File: src/rtl/arb_2x1_if.sv
// ---------------------------------------------------------------------------
// arb_2x1_if
//   Handshake bundle for the 2:1 round-robin arbiter.
//   Producer A : A, A_VALID -> arbiter ; A_READY <- arbiter
//   Producer B : B, B_VALID -> arbiter ; B_READY <- arbiter
//   Consumer   : Y, Y_VALID <- arbiter ; Y_READY -> arbiter
//   SEL        : current owner (0 = A, 1 = B) for the downstream mux
//   modport slave  : the arbiter side
//   modport master : the producer/consumer environment side
// ---------------------------------------------------------------------------
interface arb_2x1_if #(
   parameter int WIDTH = 8
);
   logic [WIDTH-1:0] A;
   logic             A_VALID;
   logic             A_READY;
   logic [WIDTH-1:0] B;
   logic             B_VALID;
   logic             B_READY;
   logic [WIDTH-1:0] Y;
   logic             Y_VALID;
   logic             Y_READY;
   logic             SEL;

   modport slave (
      input  A, A_VALID, B, B_VALID, Y_READY,
      output A_READY, B_READY, Y, Y_VALID, SEL
   );

   modport master (
      output A, A_VALID, B, B_VALID, Y_READY,
      input  A_READY, B_READY, Y, Y_VALID, SEL
   );
endinterface

File: src/rtl/arb_2x1.sv
// ---------------------------------------------------------------------------
// arb_2x1
//   Two-channel round-robin arbiter with burst-locked grants. The owner of
//   the shared path transfers BURST beats before arbitration is revisited;
//   the winning word is registered onto Y and SEL steers the downstream mux.
//
//   Parameters : WIDTH - data width of A, B and Y
//                BURST - beats per grant (1..255)
//   Ports      : CLK   - rising-edge clock
//                RST_N - asynchronous active-low reset
//                bus   - arb_2x1_if.slave (A/B producers, Y consumer, SEL)
// ---------------------------------------------------------------------------
module arb_2x1 #(
   parameter int WIDTH = 8,
   parameter int BURST = 4
) (
   input  logic      CLK,
   input  logic      RST_N,
   arb_2x1_if.slave  bus
);

   if (BURST < 1 || BURST > 255) begin : g_burst_range
      $error("arb_2x1: BURST must be in 1..255");
   end

   typedef enum logic [1:0] {
      IDLE  = 2'd0,
      OWN_A = 2'd1,
      OWN_B = 2'd2
   } state_t;

   localparam logic [7:0] LAST_BEAT = 8'(BURST - 1);

   state_t           state;
   state_t           grant;
   logic [7:0]       cnt;
   logic             last;        // last owner: 0 = A, 1 = B
   logic [WIDTH-1:0] y_q;
   logic             y_valid_q;
   logic             sel_q;

   logic             space;
   logic             a_rdy;
   logic             b_rdy;
   logic             accept;
   logic             done;
   logic             arb_last;
   logic [WIDTH-1:0] win_data;

   // ------------------------------------------------------------------------
   // Handshake and arbitration decode
   // ------------------------------------------------------------------------
   always_comb begin
      space    = ~y_valid_q | bus.Y_READY;
      a_rdy    = (state == OWN_A) & space;
      b_rdy    = (state == OWN_B) & space;
      accept   = (a_rdy & bus.A_VALID) | (b_rdy & bus.B_VALID);
      win_data = (state == OWN_B) ? bus.B : bus.A;
      done     = accept & (cnt == LAST_BEAT);

      // On the completing edge the pointer is about to become the finishing
      // owner, so arbitrate against that value rather than the stale one.
      arb_last = done ? (state == OWN_B) : last;

      grant = IDLE;
      if (bus.A_VALID && bus.B_VALID) begin
         grant = arb_last ? OWN_A : OWN_B;
      end else if (bus.A_VALID) begin
         grant = OWN_A;
      end else if (bus.B_VALID) begin
         grant = OWN_B;
      end
   end

   // ------------------------------------------------------------------------
   // FSM, beat counter, output register
   // ------------------------------------------------------------------------
   always_ff @(posedge CLK or negedge RST_N) begin
      if (!RST_N) begin
         state     <= IDLE;
         cnt       <= '0;
         last      <= 1'b1;
         sel_q     <= 1'b0;
         y_q       <= '0;
         y_valid_q <= 1'b0;
      end else begin
         if (accept) begin
            y_q       <= win_data;
            y_valid_q <= 1'b1;
         end else if (bus.Y_READY && y_valid_q) begin
            y_valid_q <= 1'b0;
         end

         case (state)
            IDLE: begin
               state <= grant;
               if (grant == OWN_A) begin
                  sel_q <= 1'b0;
               end else if (grant == OWN_B) begin
                  sel_q <= 1'b1;
               end
            end
            OWN_A, OWN_B: begin
               if (accept) begin
                  if (done) begin
                     cnt   <= '0;
                     last  <= (state == OWN_B);
                     state <= grant;
                     // Going IDLE leaves SEL where it is so the mux does not glitch.
                     if (grant == OWN_A) begin
                        sel_q <= 1'b0;
                     end else if (grant == OWN_B) begin
                        sel_q <= 1'b1;
                     end
                  end else begin
                     cnt <= cnt + 8'd1;
                  end
               end
            end
            default: begin
               state <= IDLE;
               cnt   <= '0;
            end
         endcase
      end
   end

   assign bus.A_READY = a_rdy;
   assign bus.B_READY = b_rdy;
   assign bus.Y       = y_q;
   assign bus.Y_VALID = y_valid_q;
   assign bus.SEL     = sel_q;

endmodule

File: src/flat_wrapper.sv
// flat-port wrapper written by rule: the top's interface ports become plain ports
module arb_2x1_flat 
#(
   parameter int WIDTH = 8,
   parameter int BURST = 4
)
  (CLK, RST_N, bus_A, bus_A_VALID, bus_B, bus_B_VALID, bus_Y_READY, bus_A_READY, bus_B_READY, bus_Y, bus_Y_VALID, bus_SEL);
  arb_2x1_if #(.WIDTH(WIDTH)) bus_i ();
  input  logic CLK;
  input  logic RST_N;
  input wire logic [$bits(bus_i.A)-1:0] bus_A;
  input wire logic [$bits(bus_i.A_VALID)-1:0] bus_A_VALID;
  input wire logic [$bits(bus_i.B)-1:0] bus_B;
  input wire logic [$bits(bus_i.B_VALID)-1:0] bus_B_VALID;
  input wire logic [$bits(bus_i.Y_READY)-1:0] bus_Y_READY;
  output wire logic [$bits(bus_i.A_READY)-1:0] bus_A_READY;
  output wire logic [$bits(bus_i.B_READY)-1:0] bus_B_READY;
  output wire logic [$bits(bus_i.Y)-1:0] bus_Y;
  output wire logic [$bits(bus_i.Y_VALID)-1:0] bus_Y_VALID;
  output wire logic [$bits(bus_i.SEL)-1:0] bus_SEL;
  assign bus_i.A = bus_A;
  assign bus_i.A_VALID = bus_A_VALID;
  assign bus_i.B = bus_B;
  assign bus_i.B_VALID = bus_B_VALID;
  assign bus_i.Y_READY = bus_Y_READY;
  assign bus_A_READY = bus_i.A_READY;
  assign bus_B_READY = bus_i.B_READY;
  assign bus_Y = bus_i.Y;
  assign bus_Y_VALID = bus_i.Y_VALID;
  assign bus_SEL = bus_i.SEL;
  arb_2x1 #(.WIDTH(WIDTH), .BURST(BURST)) u_core (.CLK(CLK), .RST_N(RST_N), .bus(bus_i));
endmodule
File: config.mk
export PLATFORM = sky130hd
export DESIGN_NAME = arb_2x1_flat
export DESIGN_NICKNAME = d
export VERILOG_FILES = /design/src/rtl/arb_2x1_if.sv /design/src/rtl/arb_2x1.sv /design/src/flat_wrapper.sv
export SDC_FILE = /design/constraint.sdc
export NUM_CORES = 1
export LEC_CHECK = 0
export ABC_AREA = 1
export BUFFER_PORTS_ARGS = -buffer_cell sky130_fd_sc_hd__buf_2
export CAP_MARGIN = 30
export CORE_MARGIN = 10
export CORE_UTILIZATION = 52
export CTS_CLUSTER_DIAMETER = 200
export DETAILED_ROUTE_END_ITERATION = 10
export GPL_TIMING_DRIVEN = 1
export PLACE_DENSITY = 0.79
export SLEW_MARGIN = 5
export SYNTH_ARGS = -nofsm -noshare
export SYNTH_HDL_FRONTEND = slang
export SYNTH_SLANG_ARGS = --single-unit
File: constraint.sdc
create_clock -name CLK -period 1.8 [get_ports CLK]
set_input_delay 0.18 -clock CLK [delete_from_list [all_inputs] [get_ports CLK]]
set_output_delay 0.18 -clock CLK [all_outputs]
set_load 0.05 [all_outputs]
### Word level (Yosys, flattened, before mapping)

Index checks and enable logic that the tools add are counted.

* divide/modulo/power cells: 0
* equal/unequal tests: 7
* reductions and logical operators: 10
* mux-type cells: 19
* $mul: 0
* order comparisons: 0
* $add $sub $neg: 1
* shift-type cells: 0
* bitwise logic cells: 9

Operator list (number)
* $mux 8: 3
* $pmux 8 s2: 1
* $mux 2: 6
* $add 8x1->8 const B: 1
* $eq 8x2->1 const B: 1
* $mux 1: 7
* $reduce_and 2->1: 3
* $and 1x1->1: 5
* $eq 2x1->1 const B: 2
* $eq 2x2->1 const B: 2
* $ne 2x1->1 const B: 2
* $pmux 2 s2: 1
* $reduce_bool 2->1: 2
* $reduce_and 3->1: 1
* $logic_and 1x1->1: 2
* $logic_not 2->1: 1
* $not 1->1: 2
* $or 1x1->1: 2
* $pmux 1 s2: 1
* $reduce_or 2->1: 1

* register bits: 21
* input bits: 21
* bits in read-only memories: 0
* memories: 0
* logic and storage cells: 52
* memory bits (writable): 0
* bits in latches: 0

### Logic depth before layout (Yosys ltp)

Gate-level depths: netlist of run 1.

* depth after elaboration: 15
* gate-level depth with buffers: 11
* depth with buffers taken out: 10

### Worst setup path after synthesis of run 1

OpenSTA, ideal clock, no wires.

* kind: reg-to-output
* from: reg u_core.state[0]
* to: out bus_B_READY
* buffers on the path: 2
* required time: 1.620 ns
* setup slack: -0.526 ns
* cell stages (with the launch flop): 6
* arrival time: 2.146 ns
* cell sequence: dfrtp_1 > inv_1 > ha_1 > buf_6 > clkbuf_1 > a21boi_0

* cells in the longest elaborated chain, start to end: 2

RTL lines
* start, declared: line arb_2x1.sv:34 `state_t state;`
* start signal, assigned: line arb_2x1.sv:96 `state <= grant;`
* start signal, assigned: line arb_2x1.sv:108 `state <= grant;`
* $eq 2x2->1: line arb_2x1.sv:56 `b_rdy = (state == OWN_B) & space;`
* $and 1x1->1: line arb_2x1.sv:56
* end, declared: line flat_wrapper.sv:17 `output wire logic [$bits(bus_i.B_READY)-1:0] bus_B_READY;`

No other way between the ends.

### Final worst setup path of run 1

Ends and elaborated chain as after synthesis.

==> results.sh, run 1 <==
export IMPL_setup_viol=0
export IMPL_synth_compound_area_frac=0.142
export IMPL_startpoint_type="flop"
export IMPL_grt_pass1_wl_mm=4.79
export IMPL_avgSynthCellArea_um2=8.07
export IMPL_path_max_fanout=4
export IMPL_antenna_found_initial=0
export IMPL_post_route_util=0.654
export IMPL_post_synth_top_area_cell="dfrtp_1"
export IMPL_slew_limit_headroom=0.696
export IMPL_skew_ns=0.0107
export IMPL_hold_viol_final=0
export IMPL_period_share=0.964
export IMPL_die_x_um=69.5
export IMPL_antennaDiodeCount=0
export IMPL_postSynth_asyncResetShare=1.00
export IMPL_ioPinCount=33
export IMPL_synth_xor_area_frac=0.00687
export IMPL_areaGrowthSynthToFinish_pct=16.7
export IMPL_viasPerCell=5.02
export IMPL_syn_instance_count=158
export IMPL_yosys_warnings=0
export IMPL_seq_area_frac_synth=0.413
export IMPL_ys_top_cells_by_count="37 x nand2_1, 23 x o21ai_0, 22 x inv_1"
export IMPL_ys_types=29
export IMPL_place_area_mm2=0.00145
export IMPL_leakage_nw=0.796
export IMPL_synth_top_family_by_area="simple AND/OR/NAND/NOR gates"
export IMPL_clock_latency_ns=0.31
export IMPL_rsz0062_at_grt="false"
export IMPL_grt_max_degree=22
export IMPL_fin_setup_tns_ns=0
export IMPL_wl_mm=2.83
export IMPL_core_mm2=0.00228
export IMPL_clockBufferDepth=2
export IMPL_synth_most_common_cell="nand2_1"
export IMPL_fin_nets=220
export IMPL_syn_nets=184
export IMPL_instances_no_fill=221
export IMPL_place_inst=216
export IMPL_hold_path_class="primary input to flop"
export IMPL_crit_required_ns=1.62
export IMPL_synth_seq_cells=21
export IMPL_synth_area_leaders="dfrtp_1 39%, nand2_1 11%, o21ai_0 9.0%"
export IMPL_synth_top_cell_area_share=0.393
export IMPL_status="finished clean"
export IMPL_clock_sinks=21
export IMPL_post_cts_repair_setup_buffers=0
export IMPL_grt_pass1_vias=1136
export IMPL_maxCapViolCount=0
export IMPL_p_per_area_mw_per_mm2=1640
export IMPL_synth_simple_gate_area_frac=0.287
export IMPL_path_clk_slew_ns=0.12
export IMPL_ctsResizeCount=0
export IMPL_cts_tree="yes"
export IMPL_min_period_ns=1.73
export IMPL_drtAntennaViolNets=0
export IMPL_grt_overflow_total=0
export IMPL_firstDrtPassIters=4
export IMPL_hold_buffers=1
export IMPL_dieArea_mm2=0.00483
export IMPL_cp_arrival_ns=1.55
export IMPL_cts_max_level=1
export IMPL_endpoint_kind="primary output"
export IMPL_port_buffers=32
export IMPL_drt_initial_drc_count=67
export IMPL_initial_core_util=0.560
export IMPL_dpl_hpwl_mm=2.23
export IMPL_synthAdderAreaFrac=0.0491
export IMPL_synth_ff_type="dfrtp_1"
export IMPL_report_final_slew_viol_count=0
export IMPL_synthMuxAreaShare=0
export IMPL_synth_enable_flop_cells=0
export IMPL_tightest_slew_ns=0.456
export IMPL_routedWlPerCell_um=12.8
export IMPL_ir_drop_v=0.00107
export IMPL_grtUsageTotal=0.115
export IMPL_gp_congestion=0.795
export IMPL_fmax_mhz=576
export IMPL_finish_instance_area_mm2=0.00149
export IMPL_layout_drive_gt1_share=0.321
export IMPL_critPathKind="flop to primary output"
export IMPL_synth_cell_area_mm2=0.00127
export IMPL_drcViolationCount=0
export IMPL_rows=17
export IMPL_cts_made_buffers=3
export IMPL_die_height_um=69.5
export IMPL_cts_root_buf="clkbuf_4"
export IMPL_vias=1110
critical path, cell delays in order (launching register included):
cell and delay [ns]:
dfrtp_1 0.43, inv_1 0.12, ha_1 0.24, a21boi_1 0.18
buf_2 0.28
routing by layer:
layer  share of wire  vias up  global-route usage
li1                -      571                   -
met1            0.42      503               0.126
met2            0.50       32               0.198
met3           0.076        4              0.0399
met4           0.011        0              0.0443
met5               0        -                   0
per-stage QoR:
step	setup WS (ns)	total power, mW	hold WS (ns)
after floorplan	-0.166	1.92	-0.116
after global placement	0.343	2.17	0.168
after detailed placement	0.260	2.22	0.165
after CTS	0.0638	2.46	0.146
after global routing	0.0151	2.64	0.184
final	0.0651	2.44	0.154
state kept, by name (all words and copies together), names as in the netlist:
name and flops:
u_core.bus.SEL 1, u_core.bus.Y 8, u_core.bus.Y_VALID 1, u_core.cnt 8
u_core.last 1, u_core.state 2
cell type report:
type | count | area, um2
Fill cell | 185 | 788
Multi-Input combinational cell | 108 | 618
Sequential cell | 21 | 527
Timing Repair Buffer | 35 | 185
Inverter | 25 | 96.3
Tap cell | 28 | 35.0
Clock buffer | 4 | 26.3
path summary, 6_finish.rpt:
path                                              from                        endpoint  slack (ns)  cells after the start
setup / recovery           u_core.state[0]$_DFFE_PN0P_                     bus_B_READY        0.07                      4
hold / removal                             bus_Y_READY  u_core.bus.Y_VALID$_DFFE_PN0P_        0.15                      4
setup reg to reg           u_core.state[0]$_DFFE_PN0P_     u_core.state[1]$_DFFE_PN0P_        0.22                      9
hold reg to reg            u_core.bus.Y[2]$_DFFE_PN0P_     u_core.bus.Y[2]$_DFFE_PN0P_        0.49                      2
max in group asynchronous                        RST_N         u_core.last$_DFFE_PN1P_        1.13                      2
min in group asynchronous                        RST_N       u_core.cnt[3]$_DFFE_PN0P_        0.33                      2
layout by cell type, fill, tap and decap left out, types with 4 or more instances in the layout:
master and count:
nand2_2 6, dfrtp_1 20, buf_2 32, inv_1 22, nand3_1 6, nor2_1 4
nand2_1 37, o21ai_0 23, ha_1 5
power breakdown:
part	switching, mW	leakage, nW	internal [mW]	total [mW]
Clock	0.145	0.0150	0.0865	0.232
Combinational	1.09	0.513	0.400	1.49
Sequential	0.0931	0.268	0.629	0.722
logic make-up after synthesis:
logic type,count (synthesis)
xor+xnor,1
simple gates,70
fa+ha+maj,5
compound gates,32
buf+inv,29
flops,21
(Power assumes the default switching activity.)
==> run 2, diff against run 1 <==
CORE_UTILIZATION = 56   (was 52)
PLACE_DENSITY = 0.84   (was 0.79)
clock period = 2.2 ns   (was 1.8 ns; I/O delays follow)
==> run 2 against run 1 <==
Global-route usage grew 2.5 points. Setup slack gained 0.16 ns. Critical path depth grew 1. Die area shrank 5.1%. Total power shrank 19%. First-iteration DRC count is the same. Cell count shrank 0.45%. Sequential share of layout area grew 0.15 points. Critical endpoint unchanged. Combinational power shrank 19%. Design area shrank 0.42%.
==> results.sh, run 2 (synthesized netlist as in run 1, its figures left out) <==
export IMPL_status="finished clean"
export IMPL_fmax_mhz=505
export IMPL_path_buf_inv=3
export IMPL_fill_cells=174
export IMPL_dieArea_mm2=0.00459
export IMPL_initial_core_util=0.582
export IMPL_cp_slowest_cell="dfrtp_1"
export IMPL_clock_latency_ns=0.31
export IMPL_cp_top_family="buffers and inverters"
export IMPL_setup_viol=0
export IMPL_cts_tree="yes"
export IMPL_use_met3=0.0479
export IMPL_ioPinCount=33
export IMPL_hold_viol_final=0
export IMPL_maxCapViolCount=0
export IMPL_cts_root_buf="clkbuf_4"
export IMPL_multiInputGateArea_um2=618
export IMPL_top_usage_layer="met2"
export IMPL_grtUsageTotal=0.141
export IMPL_ir_drop_v=0.00145
export IMPL_cp_slowest_stage_delay_ns=0.42
export IMPL_p_per_area_mw_per_mm2=1340
export IMPL_whs_ns=0.192
export IMPL_post_route_util=0.676
export IMPL_gp_congestion=0.786
export IMPL_skew_ns=0.00540
export IMPL_clockBufferDepth=2
export IMPL_hold_buffers=1
export IMPL_grt_use_met2=0.243
export IMPL_grt_overflow_total=0
export IMPL_die_height_um=67.7
export IMPL_grt_max_degree=22
export IMPL_core_mm2=0.00219
export IMPL_wl_mm=2.88
export IMPL_final_cell_mix="37 x nand2_1, 32 x buf_2, 23 x o21ai_0"
export IMPL_fin_setup_tns_ns=0
export IMPL_drtAntennaViolNets=0
export IMPL_critPathKind="flop to primary output"
export IMPL_die_x_um=67.7
export IMPL_hold_path_class="primary input to flop"
export IMPL_viasPerCell=5.12
export IMPL_drt_initial_drc_count=67
export IMPL_startpoint_type="flop"
export IMPL_fin_nets=219
export IMPL_crit_chain="inv_1 -> ha_1 -> buf_4 -> a21boi_1 -> buf_2"
export IMPL_port_buffers=32
export IMPL_cts_max_level=1
export IMPL_vias=1127
export IMPL_slew_limit_headroom=0.688
export IMPL_rsz0062_at_grt="false"
export IMPL_finish_instance_area_mm2=0.00148
export IMPL_tightest_slew_ns=0.469
export IMPL_ctsResizeCount=0
export IMPL_cts_made_buffers=3
export IMPL_antenna_found_initial=0
export IMPL_endpoint_kind="primary output"
export IMPL_grt_pass1_vias=1176
export IMPL_final_common_cell="nand2_1"
export IMPL_crit_required_ns=1.98
export IMPL_post_cts_repair_setup_buffers=0
export IMPL_leakage_nw=0.793
export IMPL_period_share=0.899
export IMPL_clock_sinks=21
export IMPL_areaGrowthSynthToFinish_pct=16.2
export IMPL_cp_arrival_ns=1.76
export IMPL_rows=17
export IMPL_grt_pass1_wl_mm=5.11
export IMPL_dpl_hpwl_mm=2.36
export IMPL_min_period_ns=1.98
export IMPL_use_met1=0.158
export IMPL_drcViolationCount=0
export IMPL_antennaDiodeCount=0
export IMPL_firstDrtPassIters=4
export IMPL_regArea_um2=527
export IMPL_layout_drive_gt1_share=0.323
export IMPL_path_max_fanout=17
export IMPL_report_final_slew_viol_count=0
export IMPL_path_clk_slew_ns=0.12
export IMPL_routedWlPerCell_um=13.1
export IMPL_place_area_mm2=0.00144
==> run 2: worst min-delay path, delay by kind of cell <==
kind / cells / cell delay [ns]
buf+inv: 2 / 0.12
simple gates: 2 / 0.13
==> run 2: worst paths after layout <==
check	from	to	slack (ns)	cells after the start
min in group asynchronous	RST_N	u_core.cnt[4]$_DFFE_PN0P_	0.38	2
setup reg to reg	u_core.state[0]$_DFFE_PN0P_	u_core.cnt[4]$_DFFE_PN0P_	0.40	8
hold reg to reg	u_core.bus.Y[5]$_DFFE_PN0P_	u_core.bus.Y[5]$_DFFE_PN0P_	0.49	2
max in group asynchronous	RST_N	u_core.last$_DFFE_PN1P_	1.48	2
hold / removal	bus_Y_READY	u_core.bus.Y_VALID$_DFFE_PN0P_	0.19	4
setup / recovery	u_core.state[0]$_DFFE_PN0P_	bus_B_READY	0.22	5
==> run 2: power by group <==
part	switching [mW]	internal, mW
sequential	0.0771	0.515
combinational	0.892	0.313
clock	0.124	0.0679
total	1.09	0.896
==> run 2: cell type report <==
type	instances	area share
flip-flops and latches	21	0.356
clock inverters	1	0.00338
repair buffers	34	0.120
well taps	28	0.0236
inverters	25	0.0650
clock buffers	3	0.0152
multi-input cells	108	0.417
==> run 2: stage by stage <==
stage	std cells	total power, mW	worst slack (ns)
detailed placement	215	1.81	0.449
finish	220	1.99	0.221
global route	220	2.15	0.141
global placement	215	1.75	0.531
CTS	220	2.00	0.223
floorplan	158	1.57	0.184
==> run 2: per-layer routing <==
layer | up-vias | share of wire
li1 | 571 | -
met1 | 512 | 0.43
met2 | 37 | 0.49
met3 | 7 | 0.065
met4 | 0 | 0.016
met5 | - | 0
